[src/rtl/pcie_msi_receiver.sv]
`default_nettype none
// ============================================================================
// Module      : pcie_msi_receiver
// Description : Receives inbound PCIe MSI memory writes aimed at a doorbell
//               address. It latches per-vector pending bits, counts writes
//               that merge into an already-pending vector, and presents the
//               lowest-index unmasked pending vector to the host through a
//               valid/ack handshake.
//               Optional feature macro: PCIE_MSI_RX_MASK_EN
//                 defined   -> per-vector mask register, written through
//                              cfg_mask_we / cfg_mask_wdata
//                 undefined -> every vector enabled; cfg_mask_* ignored
// Revision    : 1.0 - initial release
// ============================================================================
module pcie_msi_receiver #(
    parameter logic [31:0] MSI_ADDR = 32'hFEE0_0000,
    parameter int          NUM_VEC  = 32
) (
    input  logic                       clk,
    input  logic                       rst_n,
    input  logic                       wr_valid,
    output logic                       wr_ready,
    input  logic [31:0]                wr_addr,
    input  logic [31:0]                wr_data,
    output logic                       irq_valid,
    output logic [$clog2(NUM_VEC)-1:0] irq_vector,
    input  logic                       irq_ack,
    output logic [NUM_VEC-1:0]         pending,
    output logic [15:0]                coalesce_cnt,
    output logic                       addr_miss,
    input  logic                       cfg_mask_we,
    input  logic [NUM_VEC-1:0]         cfg_mask_wdata
);

    localparam int          VEC_W   = $clog2(NUM_VEC);
    localparam logic [15:0] CNT_MAX = 16'hFFFF;

    typedef enum logic [0:0] {
        ST_IDLE    = 1'b0,
        ST_PRESENT = 1'b1
    } state_t;

    state_t             state_q, state_d;
    logic [VEC_W-1:0]   vec_q, vec_d;
    logic [NUM_VEC-1:0] pending_q, pending_d;
    logic [15:0]        cnt_q, cnt_d;
    logic               miss_q, miss_d;

    logic               w_accept;
    logic               w_hit;
    logic [VEC_W-1:0]   w_wr_vec;
    logic               w_clr;
    logic [NUM_VEC-1:0] w_mask;
    logic [NUM_VEC-1:0] w_eligible;
    logic               w_any;
    logic [VEC_W-1:0]   w_sel_vec;

    // Requests always complete in one cycle; only reset holds them off.
    assign wr_ready = rst_n;
    assign w_accept = wr_valid & wr_ready;
    assign w_hit    = w_accept & (wr_addr == MSI_ADDR);
    assign w_wr_vec = wr_data[VEC_W-1:0];
    assign w_clr    = (state_q == ST_PRESENT) & irq_ack;

`ifdef PCIE_MSI_RX_MASK_EN
    logic [NUM_VEC-1:0] mask_q;

    // Mask register; a new value takes effect at the next IDLE selection.
    always_ff @(posedge clk or negedge rst_n) begin
        if (!rst_n) begin
            mask_q <= '0;
        end else if (cfg_mask_we) begin
            mask_q <= cfg_mask_wdata;
        end
    end

    assign w_mask = mask_q;

    logic w_unused_bits;
    assign w_unused_bits = ^wr_data[31:VEC_W];
`else
    assign w_mask = '0;

    logic w_unused_bits;
    assign w_unused_bits = ^{wr_data[31:VEC_W], cfg_mask_we, cfg_mask_wdata};
`endif

    assign w_eligible = pending_q & ~w_mask;
    assign w_any      = |w_eligible;

    // Priority encoder: lowest-index eligible vector wins.
    always_comb begin
        w_sel_vec = '0;
        for (int i = NUM_VEC - 1; i >= 0; i--) begin
            if (w_eligible[i]) begin
                w_sel_vec = i[VEC_W-1:0];
            end
        end
    end

    // Pending bits, coalesce counter and address-miss pulse next state.
    // A set in the same cycle as the ack-clear of that vector wins.
    always_comb begin
        pending_d = pending_q;
        cnt_d     = cnt_q;
        miss_d    = w_accept & ~w_hit;
        if (w_clr) begin
            pending_d[vec_q] = 1'b0;
        end
        if (w_hit) begin
            pending_d[w_wr_vec] = 1'b1;
            if (pending_q[w_wr_vec] && !(w_clr && (vec_q == w_wr_vec))
                && (cnt_q != CNT_MAX)) begin
                cnt_d = cnt_q + 16'd1;
            end
        end
    end

    // Presentation FSM next state: select in IDLE, hold until ack in PRESENT.
    always_comb begin
        state_d = state_q;
        vec_d   = vec_q;
        case (state_q)
            ST_IDLE: begin
                if (w_any) begin
                    vec_d   = w_sel_vec;
                    state_d = ST_PRESENT;
                end
            end
            ST_PRESENT: begin
                if (irq_ack) begin
                    state_d = ST_IDLE;
                end
            end
            default: state_d = ST_IDLE;
        endcase
    end

    // State and datapath registers; reset drops everything immediately.
    always_ff @(posedge clk or negedge rst_n) begin
        if (!rst_n) begin
            state_q   <= ST_IDLE;
            vec_q     <= '0;
            pending_q <= '0;
            cnt_q     <= '0;
            miss_q    <= 1'b0;
        end else begin
            state_q   <= state_d;
            vec_q     <= vec_d;
            pending_q <= pending_d;
            cnt_q     <= cnt_d;
            miss_q    <= miss_d;
        end
    end

    assign irq_valid    = (state_q == ST_PRESENT);
    assign irq_vector   = vec_q;
    assign pending      = pending_q;
    assign coalesce_cnt = cnt_q;
    assign addr_miss    = miss_q;

endmodule
`default_nettype wire

[config.mk]
export PLATFORM = sky130hd
export DESIGN_NAME = pcie_msi_receiver
export DESIGN_NICKNAME = d
export VERILOG_FILES = /design/src/rtl/pcie_msi_receiver.sv
export SDC_FILE = /design/constraint.sdc
export NUM_CORES = 1
export LEC_CHECK = 0
export ABC_AREA = 1
export ABC_CLOCK_PERIOD_IN_PS = 1800
export BUFFER_PORTS_ARGS = -buffer_cell sky130_fd_sc_hd__buf_2
export CORE_MARGIN = 2
export CORE_UTILIZATION = 42
export DETAILED_ROUTE_END_ITERATION = 8
export PLACE_DENSITY_LB_ADDON = 0.05
export SLEW_MARGIN = 20
export SYNTH_ARGS = -nofsm -noshare
export SYNTH_HDL_FRONTEND = slang
export SYNTH_SLANG_ARGS = --single-unit
[constraint.sdc]
create_clock -name clk -period 1.8 [get_ports clk]
set_input_delay 0 -clock clk [delete_from_list [all_inputs] [get_ports clk]]
set_output_delay 0 -clock clk [all_outputs]
set_load 0.01 [all_outputs]
# == Word-level counts from Yosys, hierarchy flattened ==
# Cells that the tools add are included.
# word_totals
in_bits,101
register_bits,55
mem_count,0
wordCells,74
latchBits,0
out_inout_bits,56
ramBits,0
rom_bits,0
# classes
multipliers,0
n_addsub,1
order_cmp,4
shifts,0
bitwise_logic,9
n_mux,43
eq_ne,3
div,0
n_reduce_logical,9
# ops
operator,count
$mux 5,32
$mux 32,2
$and 32x32->32,1
$eq 32x32->1 const B,1
$not 32->32,1
$or 32x32->32,1
$reduce_or 32->1,1
$add 16x1->16 const B,1
$ne 16x16->1 const B,1
$lt 5x6->1 const B,2
$demux 1 s5,2
$ge 5x1->1 const B,2
$bmux 1 s5,1
$eq 5x5->1,1
$logic_and 1x1->1,5
$mux 1,5
$and 1x1->1,4
$reduce_and 2->1,2
$not 1->1,2
$pmux 1 s2,1
$logic_not 1->1,1

# == Logic depth before layout (Yosys ltp) ==
# Gate-level depths: netlist of run 1.
# depth
ltp_word,32
ltp_mapped,33
ltp_nobuf,33

# == Least setup slack after synthesis of run 1 ==
# No wires, ideal clock.
# synth_timing
path_type,register -> register
startpoint,"reg cnt_q[0], in the netlist coalesce_cnt[0]"
endpoint,"reg cnt_q[15], in the netlist coalesce_cnt[15]"
stages_incl_launch_ff,15
slack_ns,-0.282
t_required_ns,1.675
t_arrival_ns,1.957
setup_ns,0.125
n_path_buf,0
cell_sequence,dfrtp_1 -> ha_1 -> nand2_1 -> nor3_1 -> nand2_1 -> o21ai_0 -> nor2_2 -> nand2_2 -> nor3_4 -> nand4_2 -> nor3_2 -> nand3_1 -> nor2_2 -> nand2_1 -> xnor2_1
# synth_between
elab_chain_len,3
elab_cells_between_ends,4
# synth_lines
item,line_no,rtl
from (decl),46,"logic [15:0] cnt_q, cnt_d;"
from (signal assigned),151,cnt_q <= cnt_d;
"parallel branches: the longest is 3 deep, another holds $add 16x1->16",--,
# Several ways; the timed one is not identified.
# A chain may end at the register's enable or synchronous reset.

# == Worst setup path after layout of run 1 ==
# layout_timing
startpoint,"reg pending_q[30], in the netlist pending[30]"
endpoint,"reg vec_q[1], in the netlist irq_vector[1]"
# layout_between
elab_chain_len,31
elab_cells_between_ends,33
# layout_lines
item,line_no,rtl
from (decl),45,"logic [NUM_VEC-1:0] pending_q, pending_d;"
from (signal assigned),150,pending_q <= pending_d;
$mux 5 (31 in a row),95,if (w_eligible[i]) begin
to (signal assigned),149,vec_q <= vec_d;
to (decl),44,"logic [VEC_W-1:0] vec_q, vec_d;"
# Parallel ways exist; a longest one is shown, timed or not.

==> out/results.tsv, run 1 <==
stage	metric	value	unit
clock_tree	clock_path_buffers	2	
timing	max_freq	462	MHz
timing	setup-tns-final	-4550	ps
critical_path	timing.critical_path.arrival	2400	ps
synth	synth-edff-count	0	
timing	slew_viol_final	0	
run	maxCapViolCount	0	
grt	antenna_found_initial	0	
synth	asyncSetResetFlopFracSynth	100	%
synth	netlist_area	0.00311	mm²
synth	synth_top_cells_by_area	sky130_fd_sc_hd__dfrtp_1, sky130_fd_sc_hd__o21ai_0, sky130_fd_sc_hd__nand2_1, sky130_fd_sc_hd__inv_1, sky130_fd_sc_hd__nand3_1	
detailed_routing	first_pass_iters	5	
timing	setup_viol_count_final	20	
grt	grt-ovfl-total	0	
power	power.static_leakage	0.00263	µW
synth	synth.yosys.seq_area_share	44.3	%
detailed_routing	routed-via-count	3714	
final_layout	post_route_cells_drive_above_1_share	38.6	%
critical_path	cp-end-kind	flop	
synth	syn-instance-count	412	
detailed_routing	drcViolationCount	0	
clock_tree	clk_pin_slew	110	ps
critical_path	critical_path_peak_fanout	3	
final_layout	finalNetCount	728	
critical_path	setup.worst_path.class	flop to flop	
grt	vias_in_the_first_global_route	3422	
clock_tree	h_tree_depth	2	
timing	finalCritPeriodShare	120	%
synth	yosys_register_bits	55	
timing	finalCriticalPeriod	2170	ps
synth	avgSynthCellArea	7.54	µm²
power	power_density	451	mW/mm²
worst_hold_path	holdCritPathClass	input pin to flop	
critical_path	crit_required	2030	ps
final_layout	finalNonFillerCells	726	
run_status	failed_checks	negative setup slack	
floorplan	die_w	90.0	µm
placement	buffer_ports.inserted	96	
floorplan	starting_density	43.1	%
placement	place.detailed.instances	708	
run_status	outcome	complete, but fails checks	
floorplan	die_area	0.00810	mm²
synth	post-synth-top-count-cell	sky130_fd_sc_hd__nand2_1	
synth	yosys_warnings	0	
critical_path	rr_startpoint	pending[30]$_DFF_PN0_	
grt	global_route.usage.met1	39.0	%
floorplan	chip_height	90.0	µm
critical_path	worstSetupStartpointType	flop	
grt	most_crowded_layer_gr	met2	
grt	grt_max_degree	58	
floorplan	core_region	0.00721	mm²
power	total_power	2150	µW
floorplan	boundaryPins	157	
detailed_routing	route.detailed.vias_per_inst	5.12	
placement	routabilityCongestion	0.884	
synth	post-synth-top-area-fraction	44.3	%
clock_tree	cts.sinks	55	
synth	ys_dominant_reg_cell	sky130_fd_sc_hd__dfrtp_1	
grt	global_route.usage.total	27.0	%
power	ir_worst_vdd	291	µV
clock_tree	library_cell_used_as_clock_root_buffer	sky130_fd_sc_hd__clkbuf_8	
clock_tree	cts_tree	yes	
clock_tree	clock_insertion_delay_worst_skew	330	ps
final_layout	flow.area_growth_from_synthesis	53.5	%
grt	grt_first_pass_wirelength	17300	µm
timing	worstMarginPinSlew	704	ps
timing	relSlewSlack	53.1	%
synth	netlist-cell-type-count	29	
detailed_routing	dr_iter_0_viols	224	
timing	final_critical_path_setup_slack	-366	ps
grt	grt_use_met3	6.04	%
placement	dp_hpwl	7940	µm
final_layout	n_antenna_cell	0	
worst_hold_path	worstHoldStart	wr_addr[28]	
synth	synth_commonest_cells	sky130_fd_sc_hd__nand2_1, sky130_fd_sc_hd__o21ai_0, sky130_fd_sc_hd__inv_1	
final_layout	final.fill_count	658	
timing	hold_viol	0	
timing	rsz0062_at_grt	yes	
synth	post-synth-top-area-cell	sky130_fd_sc_hd__dfrtp_1	
floorplan	rows	31	
grt	global_route.usage.met2	41.2	%
critical_path	worst_setup_path_startpoint	pending[30]$_DFF_PN0_	
detailed_routing	route.final.wire_length	10700	µm
detailed_routing	postRouteAntennaNets	0	
clock_tree	cts-buffers-inserted	5	
synth	syn_nets	514	
timing	worst_clock_skew	6.17	ps
detailed_routing	routed_wire_length_per_instance	14.8	µm
[state kept, by name (all words and copies together) (netlist names)]
register / cells
addr_miss: 1
coalesce_cnt: 16
irq_valid: 1
pending: 32
irq_vector: 5
[critical path: stages (launching register included)]
cell and delay, ps:
sky130_fd_sc_hd__dfrtp_1 410, sky130_fd_sc_hd__buf_4 140, sky130_fd_sc_hd__buf_6 110, sky130_fd_sc_hd__nor2_4 90, sky130_fd_sc_hd__inv_2 50, sky130_fd_sc_hd__a311oi_2 280, sky130_fd_sc_hd__o31ai_1 120, sky130_fd_sc_hd__o21ai_1 170
sky130_fd_sc_hd__nand2_1 70, sky130_fd_sc_hd__nand2_1 70, sky130_fd_sc_hd__nand2_1 50, sky130_fd_sc_hd__nand2_1 70, sky130_fd_sc_hd__nand2_1 50, sky130_fd_sc_hd__nand2_1 70, sky130_fd_sc_hd__nand2_1 50, sky130_fd_sc_hd__nand2_1 80
sky130_fd_sc_hd__a21oi_2 60, sky130_fd_sc_hd__nand3_1 80, sky130_fd_sc_hd__o21ai_1 60
[where the power goes]
part	switching (µW)	total [µW]	internal, µW
Combinational	92.7	166	73.0
Sequential	0.577	1240	1240
Clock	469	749	280
[area by class of cell]
class / count / area, µm² / area share (%)
Clock buffer: 5 / 68.8 / 1.44
Clock inverter: 3 / 25.0 / 0.525
Inverter: 70 / 265 / 5.56
Multi-Input combinational cell: 286 / 1570 / 32.9
Sequential cell: 55 / 1380 / 28.9
Tap cell: 99 / 124 / 2.60
Timing Repair Buffer: 208 / 1340 / 28.1
[stage by stage]
step | util, % | hold slack (ps) | setup WS [ps] | area [µm²]
2_1_floorplan | - | -296 | -239 | 3120
5_1_grt | 66.1 | 141 | -634 | 4770
4_1_cts | 64.7 | 122 | -305 | 4670
3_5_place_dp | 62.1 | 222 | -363 | 4480
3_3_place_gp | 62.1 | 218 | -311 | 4480
6_report | 66.1 | 112 | -366 | 4770
[cells in the final DEF (no fill, tap or decap), types with 4 or more instances in the layout]
master and instances:
sky130_fd_sc_hd__inv_1 66, sky130_fd_sc_hd__nand2_2 4, sky130_fd_sc_hd__clkbuf_8 5, sky130_fd_sc_hd__buf_2 96, sky130_fd_sc_hd__o21ai_0 75, sky130_fd_sc_hd__o22ai_1 9
sky130_fd_sc_hd__nor3_1 8, sky130_fd_sc_hd__dfrtp_1 55, sky130_fd_sc_hd__a21oi_1 4, sky130_fd_sc_hd__o21ai_1 8, sky130_fd_sc_hd__nor2_1 24, sky130_fd_sc_hd__xor2_1 8
sky130_fd_sc_hd__nand3_1 19, sky130_fd_sc_hd__nand2_1 79, sky130_fd_sc_hd__buf_4 106, sky130_fd_sc_hd__nand4_1 9, sky130_fd_sc_hd__xnor2_1 8, sky130_fd_sc_hd__nor4_1 5
[worst paths after layout]
path | endpoint | slack (ps) | cells after the start
max | irq_vector[1]$_DFFE_PN0P_ | -370 | 18
min | addr_miss$_DFF_PN0_ | 110 | 5
max reg2reg | irq_vector[1]$_DFFE_PN0P_ | -370 | 18
min reg2reg | coalesce_cnt[14]$_DFFE_PN0P_ | 560 | 2
max in group asynchronous | irq_vector[4]$_DFFE_PN0P_ | 960 | 3
min in group asynchronous | pending[29]$_DFF_PN0_ | 370 | 3
[timing repair]
item / CTS / global route
gates cloned: 0 / 0
endpoints found under the hold margin: 57 / 0
resized for setup: 14 / 18
setup endpoints to repair: 19 / 21
hold buffers: 3 / 0
buffers inserted: 1 / 7
pin swaps: 5 / 15
[logic make-up (layout without fill, tap and decap cells)]
family | count (synthesis) | after routing | share of synthesized area, %
simple gates | 164 | 164 | 24.2
compound gates | 105 | 105 | 17.9
buf+inv | 71 | 286 | 8.70
flops | 55 | 55 | 44.3
xor+xnor | 16 | 16 | 4.51
fa+ha+maj | 1 | 1 | 0.403
[per-layer routing]
layer | wire (µm) | up-vias
met5 | 0 | -
met3 | 971 | 8
met4 | 120 | 0
met1 | 4880 | 1722
li1 | - | 1800
met2 | 4760 | 184
Power figures use the tool's default switching activity.
==> run 2: changes to the inputs <==
--- a/config.mk
+++ b/config.mk
@@ -12,6 +12,7 @@
 export CORE_UTILIZATION = 42
 export DETAILED_ROUTE_END_ITERATION = 8
 export PLACE_DENSITY_LB_ADDON = 0.05
+export SETUP_SLACK_MARGIN = 0.5
 export SLEW_MARGIN = 20
 export SYNTH_ARGS = -nofsm -noshare
 export SYNTH_HDL_FRONTEND = slang
==> run 2 against run 1 <==
The run ends with negative hold slack, negative setup slack left. Clock-buffer cell count unchanged. Sequential share of layout area decreased by 2.1 points. Global-route usage increased by 0.53 points. Combinational power increased by 16%. Sequential power about the same. Critical path type unchanged. Largest cell class unchanged.
==> out/results.tsv, run 2 (synthesis results as in run 1) <==
stage	metric	value	unit	change
final_layout	number_of_flip_flops_in_the_largest_register	32		unchanged
final_layout	n_antenna_cell	0		unchanged
timing	finalCriticalPeriod	2090	ps	-77.4 ps
timing	worstMarginPinSlew	712	ps	+8.06 ps
clock_tree	cts_tree	yes		
timing	max_freq	479	MHz	+3.7%
power	power_density	423	mW/mm²	-6.4%
detailed_routing	route.final.wire_length	11100	µm	+3.5%
timing	slew_viol_final	0		unchanged
final_layout	final_common_cell	sky130_fd_sc_hd__buf_4		
clock_tree	clock_insertion_delay_worst_skew	320	ps	about the same
floorplan	chip_height	90.0	µm	unchanged
power	internal_power	1600	µW	+0.95%
final_layout	footprint_of_the_flip_flops_and_latches	0.00138	mm²	unchanged
grt	global_route.usage.total	27.5	%	+0.53 points
floorplan	rows	31		unchanged
floorplan	core_region	0.00721	mm²	unchanged
detailed_routing	first_pass_iters	5		unchanged
detailed_routing	postRouteAntennaNets	0		unchanged
power	ir_worst_vdd	356	µV	+22%
timing	relSlewSlack	52.5	%	-0.54 points
critical_path	path_depth	33		+15
timing	post_route_hold_slack	-141	ps	-253 ps
clock_tree	cts-buffers-inserted	5		unchanged
critical_path	crit_required	2030	ps	about the same
critical_path	slowest_stage	sky130_fd_sc_hd__dfrtp_1		
critical_path	worstSetupStartpointType	flop		
grt	antenna_found_initial	0		unchanged
timing	rsz0062_at_grt	yes		
critical_path	ff2ff_path_depth	33		+15
clock_tree	clock_path_buffers	2		unchanged
final_layout	final_core_utilization	71.4	%	+5.3 points
critical_path	timing.critical_path.arrival	2320	ps	-80 ps
detailed_routing	routed_wire_length_per_instance	15.2	µm	+2.8%
final_layout	final_area	0.00515	mm²	+8.0%
run	maxCapViolCount	0		unchanged
power	seqPwrFrac	56.8	%	-0.7 points
floorplan	die_w	90.0	µm	unchanged
critical_path	number_of_buffers_and_inverters_on_the_critical_path	1		-2
final_layout	flow.area_growth_from_synthesis	65.7	%	
timing	worst_clock_skew	8.63	ps	+2.46 ps
power	clkPwrFrac	34.3	%	-0.5 points
floorplan	starting_density	43.1	%	unchanged
critical_path	cp-end-kind	flop		
clock_tree	library_cell_used_as_clock_root_buffer	sky130_fd_sc_hd__clkbuf_8		
clock_tree	cts.sinks	55		unchanged
critical_path	worst_path_largest_cell_delay	390	ps	-20 ps
final_layout	finalNetCount	733		+0.69%
grt	grt-ovfl-total	0		unchanged
floorplan	boundaryPins	157		unchanged
clock_tree	clk_pin_slew	110	ps	about the same
run_status	failed_checks	negative hold slack, negative setup slack		
placement	buffer_ports.inserted	96		unchanged
placement	dp_hpwl	7980	µm	+0.43%
critical_path	setup.worst_path.class	flop to flop		
critical_path	cp_top_family	simple AND/OR/NAND/NOR gates		
power	logic_gate_share_of_total_power	8.9	%	+1.2 points
run_status	outcome	complete, but fails checks		
power	power.static_leakage	0.00277	µW	+5.4%
detailed_routing	routed-via-count	3725		+0.30%
timing	finalCritPeriodShare	116	%	-4.3 points
worst_hold_path	holdCritPathClass	input pin to asynchronous set/reset pin		
critical_path	critical_path.most_common_cell	sky130_fd_sc_hd__nand2_1		
power	fraction_of_power_spent_switching_nets	26.3	%	+0.12 points
final_layout	final.fill_count	625		-5.0%
detailed_routing	dr_iter_0_viols	221		-1.3%
timing	setup_viol_count_final	20		unchanged
timing	final_critical_path_setup_slack	-288	ps	+77.4 ps
power	power.net_switching	572	µW	+1.6%
clock_tree	ctsHoldBuffers	2		-1
final_layout	most-common-layout-cells	sky130_fd_sc_hd__buf_4, sky130_fd_sc_hd__buf_2, sky130_fd_sc_hd__nand2_1, sky130_fd_sc_hd__inv_1, sky130_fd_sc_hd__dfrtp_1		
floorplan	die_area	0.00810	mm²	unchanged
clock_tree	h_tree_depth	2		unchanged
grt	vias_in_the_first_global_route	3676		+7.4%
timing	setup-tns-final	-3260	ps	+1290 ps
placement	setup_slack_after_placement	-369	ps	-5.98 ps
detailed_routing	route.detailed.vias_per_inst	5.10		-0.39%
grt	grt_first_pass_wirelength	17900	µm	+3.5%
final_layout	multi_input_gate_area	0.00183	mm²	+17%
final_layout	post_route_cells_drive_above_1_share	47.0	%	+8.4 points
grt	grt_max_degree	58		unchanged
critical_path	critical_path_peak_fanout	3		unchanged
placement	placed_area	0.00446	mm²	-0.31%
placement	routabilityCongestion	0.916		+3.5%
detailed_routing	drcViolationCount	0		unchanged
timing	hold_viol	55		+55
run 2: cell types whose count changed in the layout (fill, tap and decap cells not counted), moves of 6 or more:
cell,previous run,this run
sky130_fd_sc_hd__buf_6,3,12
sky130_fd_sc_hd__nand3_1,19,13
sky130_fd_sc_hd__nand3_2,1,7
sky130_fd_sc_hd__o21ai_0,75,39
sky130_fd_sc_hd__o21ai_2,1,33
run 2: routing by layer:
| layer | global-route usage, % | vias up | wire [µm] |
|---|---|---|---|
| met4 | 8.72 | 0 | 203 |
| met3 | 5.20 | 17 | 892 |
| met5 | 0 | - | 0 |
| met1 | 37.6 | 1739 | 4810 |
| li1 | - | 1816 | - |
| met2 | 44.5 | 153 | 5200 |
run 2: worst reg2reg max path, delay by kind of cell, from the launching register on:
kind / cells / cell delay [ps]
buffers and inverters: 1 / 50
DFF: 1 / 390
and+or+nand+nor: 32 / 1570
run 2: power by group through the flow:
stage                     sequential (µW)  combinational [µW]  clock [µW]
after floorplan                      1260                36.9           0
after CTS                            1240                 184         762
final                                1240                 193         746
after global routing                 1240                 211         820
after global placement               1260                 156           0
after detailed placement             1260                 159           0
run 2: path summary, 6_finish.rpt:
path | from | to | slack [ps]
max | pending[30]$_DFF_PN0_ | irq_vector[0]$_DFFE_PN0P_ | -290
min | rst_n | pending[16]$_DFF_PN0_ | -140
max reg2reg | pending[30]$_DFF_PN0_ | irq_vector[0]$_DFFE_PN0P_ | -290
min reg2reg | coalesce_cnt[15]$_DFFE_PN0P_ | coalesce_cnt[15]$_DFFE_PN0P_ | 520
max in group asynchronous | rst_n | pending[6]$_DFF_PN0_ | 1470
min in group clk | wr_data[1] | pending[17]$_DFF_PN0_ | 140
run 2: what timing repair did:
action	in CTS	in global routing
gates resized for setup	111	29
setup buffers	10	7
setup endpoints to repair	54	54
pin swaps	13	11
endpoints found under the hold margin	57	55
run 2: through the flow:
step	total power [µW]	std cells	hold WS (ps)
after detailed placement	1420	704	224
after global routing	2270	731	-77.9
final	2180	731	-141
after CTS	2180	724	-96.1
after global placement	1420	704	220
after floorplan	1300	412	-296
run 2: layout make-up:
type	count	area share, %
multi-input cells	286	35.6
repair buffers	213	28.0
flip-flops and latches	55	26.7
inverters	70	5.42
well taps	99	2.41
clock buffers	5	1.34
clock inverters	3	0.510
==> run 3: changes to the inputs <==
--- a/config.mk
+++ b/config.mk
@@ -8,8 +8,10 @@
 export ABC_AREA = 1
 export ABC_CLOCK_PERIOD_IN_PS = 1800
 export BUFFER_PORTS_ARGS = -buffer_cell sky130_fd_sc_hd__buf_2
+export CAP_MARGIN = 5
 export CORE_MARGIN = 2
-export CORE_UTILIZATION = 42
+export CORE_UTILIZATION = 43
+export CTS_BUF_LIST = sky130_fd_sc_hd__clkbuf_4 sky130_fd_sc_hd__clkbuf_8
 export DETAILED_ROUTE_END_ITERATION = 8
 export PLACE_DENSITY_LB_ADDON = 0.05
 export SETUP_SLACK_MARGIN = 0.5
==> run 3 against run 2 <==
Cell count down 0.82%. Register-to-register slack worse by 110 ps. Critical path depth down 18. Critical path type unchanged. First-iteration DRC count down 2.7%. Routed wire length up 4.6%. Design area unchanged. Clock skew up 3.9 ps. Via count up 5.2%. Core utilization up 3.2 points. The run still ends with negative hold slack, negative setup slack left. Hold slack better by 11 ps. Clock-buffer cell count unchanged.
==> out/results.tsv, run 3 (synthesis results as in run 1) <==
stage	metric	value	unit	change
grt	antenna_found_initial	0		unchanged
detailed_routing	routed_wire_length_per_instance	16.0	µm	+5.5%
clock_tree	cts_tree	yes		
floorplan	die_w	89	µm	-1.1%
power	total_power	2180	µW	+0.41%
final_layout	finalNonFillerCells	725		-0.82%
critical_path	number_of_buffers_and_inverters_on_the_critical_path	2		+1
grt	most_crowded_layer_gr	met2		
clock_tree	cts.sinks	55		unchanged
critical_path	setup.worst_path.class	flop to flop		
floorplan	chip_height	89	µm	-1.1%
detailed_routing	drcViolationCount	0		unchanged
detailed_routing	dr_iter_0_viols	215		-2.7%
timing	post_route_hold_slack	-130	ps	+11.0 ps
final_layout	finalNetCount	730		-0.41%
final_layout	number_of_flip_flops_in_the_largest_register	32		unchanged
floorplan	boundaryPins	157		unchanged
final_layout	final.fill_count	583		-6.7%
critical_path	worstSetupStartpointType	flop		
timing	hold_viol	55		unchanged
clock_tree	ctsHoldBuffers	2		unchanged
placement	dp_hpwl	8240	µm	+3.3%
critical_path	crit_required	2020	ps	about the same
critical_path	timing.critical_path.arrival	2420	ps	+100 ps
worst_hold_path	holdCritPathClass	input pin to asynchronous set/reset pin		
critical_path	path_cells	buf_4 -> buf_6 -> a22oi_2 -> o221ai_1 -> nand2_1 -> nand4_1 -> or2_1 -> nand2_2 -> nor3_4 -> nand4_2 -> nor3_2 -> nand3_1 -> nor2_2 -> nand2_1 -> xnor2_1		
placement	buffer_ports.inserted	96		unchanged
grt	grt_use_met3	5.45	%	+0.25 points
critical_path	worst_path_largest_cell_delay	420	ps	+30 ps
power	power_density	424	mW/mm²	+0.41%
grt	grt_first_pass_wirelength	17200	µm	-3.8%
floorplan	starting_density	45.0	%	+1.9 points
timing	setup-tns-final	-5430	ps	-2170 ps
critical_path	slowest_stage	sky130_fd_sc_hd__dfrtp_1		
critical_path	cp_top_family	simple AND/OR/NAND/NOR gates		
critical_path	cp-end-kind	flop		
detailed_routing	first_pass_iters	5		unchanged
timing	worst_clock_skew	12.5	ps	+3.87 ps
clock_tree	library_cell_used_as_clock_root_buffer	sky130_fd_sc_hd__clkbuf_8		
placement	routabilityCongestion	0.918		+0.25%
final_layout	flow.area_growth_from_synthesis	65.7	%	unchanged
timing	final_critical_path_setup_slack	-398	ps	-109 ps
grt	global_route.usage.met2	45.0	%	+0.50 points
power	power.static_leakage	0.00279	µW	+0.59%
run	maxCapViolCount	0		unchanged
floorplan	rows	30		-3.2%
timing	slew_viol_final	0		unchanged
detailed_routing	route.detailed.vias_per_inst	5.40		+6.0%
clock_tree	h_tree_depth	2		unchanged
run_status	failed_checks	negative hold slack, negative setup slack		
timing	finalCritPeriodShare	122	%	+6.1 points
grt	vias_in_the_first_global_route	3577		-2.7%
floorplan	die_area	0.00792	mm²	-2.2%
clock_tree	clock_path_buffers	2		unchanged
final_layout	most-common-layout-cells	sky130_fd_sc_hd__buf_4, sky130_fd_sc_hd__buf_2, sky130_fd_sc_hd__nand2_1, sky130_fd_sc_hd__inv_1, sky130_fd_sc_hd__dfrtp_1		
placement	place.detailed.instances	699		-0.71%
grt	global_route.usage.met1	39.4	%	+1.9 points
timing	max_freq	455	MHz	-5.0%
final_layout	multi_input_gate_area	0.00187	mm²	+2.1%
final_layout	n_antenna_cell	0		unchanged
timing	rsz0062_at_grt	yes		
clock_tree	clock_insertion_delay_worst_skew	330	ps	about the same
timing	finalCriticalPeriod	2200	ps	+109 ps
grt	grt-ovfl-total	0		unchanged
detailed_routing	postRouteAntennaNets	0		unchanged
grt	grt_max_degree	58		unchanged
floorplan	core_region	0.00691	mm²	-4.3%
final_layout	footprint_of_the_flip_flops_and_latches	0.00138	mm²	unchanged
timing	worstMarginPinSlew	721	ps	+8.92 ps
power	ir_worst_vdd	330	µV	-7.3%
critical_path	critical_path_peak_fanout	4		+1
timing	relSlewSlack	51.9	%	-0.59 points
timing	setup_viol_count_final	22		+10%
detailed_routing	route.final.wire_length	11600	µm	+4.6%
critical_path	critical_path.most_common_cell	sky130_fd_sc_hd__nand2_1		
final_layout	post_route_cells_drive_above_1_share	48.2	%	+1.2 points
final_layout	final_common_cell	sky130_fd_sc_hd__buf_4		
clock_tree	clk_pin_slew	110	ps	about the same
detailed_routing	routed-via-count	3917		+5.2%
grt	global_route.usage.total	28.4	%	+0.90 points
run_status	outcome	complete, but fails checks		
clock_tree	cts-buffers-inserted	5		unchanged
==> run 3: cell count changes in the layout (fill, tap and decap cells not counted), moves of 2 or more <==
cell / before / now
sky130_fd_sc_hd__buf_8: 3 / 0
sky130_fd_sc_hd__o21ai_0: 39 / 32
sky130_fd_sc_hd__o21ai_1: 12 / 19
sky130_fd_sc_hd__nand3_1: 13 / 10
sky130_fd_sc_hd__nand3_4: 0 / 4
sky130_fd_sc_hd__nand2_4: 1 / 3
sky130_fd_sc_hd__inv_1: 65 / 62
sky130_fd_sc_hd__buf_2: 91 / 94
sky130_fd_sc_hd__buf_4: 105 / 100
sky130_fd_sc_hd__nand2_8: 4 / 2
sky130_fd_sc_hd__nand2_1: 74 / 72
sky130_fd_sc_hd__nand2_2: 5 / 7
sky130_fd_sc_hd__inv_2: 3 / 5
==> run 3: layout make-up <==
class | count | area share (%)
clock buffer | 5 | 1.34
sequential | 55 | 26.7
multi-input combinational | 286 | 36.3
timing repair buffer | 210 | 27.3
inverter | 70 | 5.47
tap | 96 | 2.33
clock inverter | 3 | 0.510
==> run 3: worst register-to-register path: cells and delay by family (launching register included) <==
kind / cells / cell delay, ps
compound gates: 2 / 130
xor+xnor: 1 / 130
buf+inv: 2 / 220
flops: 1 / 420
simple gates: 10 / 1210
==> run 3: layer usage <==
layer  part of all wire, %  wire length (µm)
met1                    42              4890
met2                    47              5440
met3                   8.2               948
met4                   3.0               347
met5                     0                 0
==> run 3: what timing repair did <==
action | in CTS | in global routing
hold endpoints to repair | 57 | 55
pin swaps | 13 | 9
setup endpoints to repair | 54 | 54
setup buffers | 10 | 6
gates resized for setup | 66 | 91
==> run 3: stage by stage <==
stage | hold slack, ps | area [µm²] | util (%) | setup slack (ps)
final | -130 | 5150 | 74.5 | -398
after global routing | -71.1 | 5150 | 74.5 | -531
after CTS | -104 | 4870 | 70.5 | -266
after detailed placement | 229 | 4450 | 64.4 | -336
after global placement | 221 | 4450 | 64.4 | -257
after floorplan | -296 | 3130 | - | -239
==> run 3: path summary, 6_finish.rpt <==
path                       depth (start not counted)                    startpoint                      endpoint  slack [ps]
max                                               15         pending[31]$_DFF_PN0_  coalesce_cnt[15]$_DFFE_PN0P_        -400
min                                                2                         rst_n         pending[12]$_DFF_PN0_        -130
max reg2reg                                       15         pending[31]$_DFF_PN0_  coalesce_cnt[15]$_DFFE_PN0P_        -400
min reg2reg                                        2  coalesce_cnt[11]$_DFFE_PN0P_  coalesce_cnt[11]$_DFFE_PN0P_         560
max in group asynchronous                          2                         rst_n          pending[6]$_DFF_PN0_        1450
min in group clk                                   4                   wr_addr[28]           addr_miss$_DFF_PN0_          20
==> run 3: power by group <==
part	switching (µW)	leakage [µW]	internal, µW
sequential	0.253	0.000763	1240
clock	473	0.0000491	288
combinational	110	0.00198	77.0
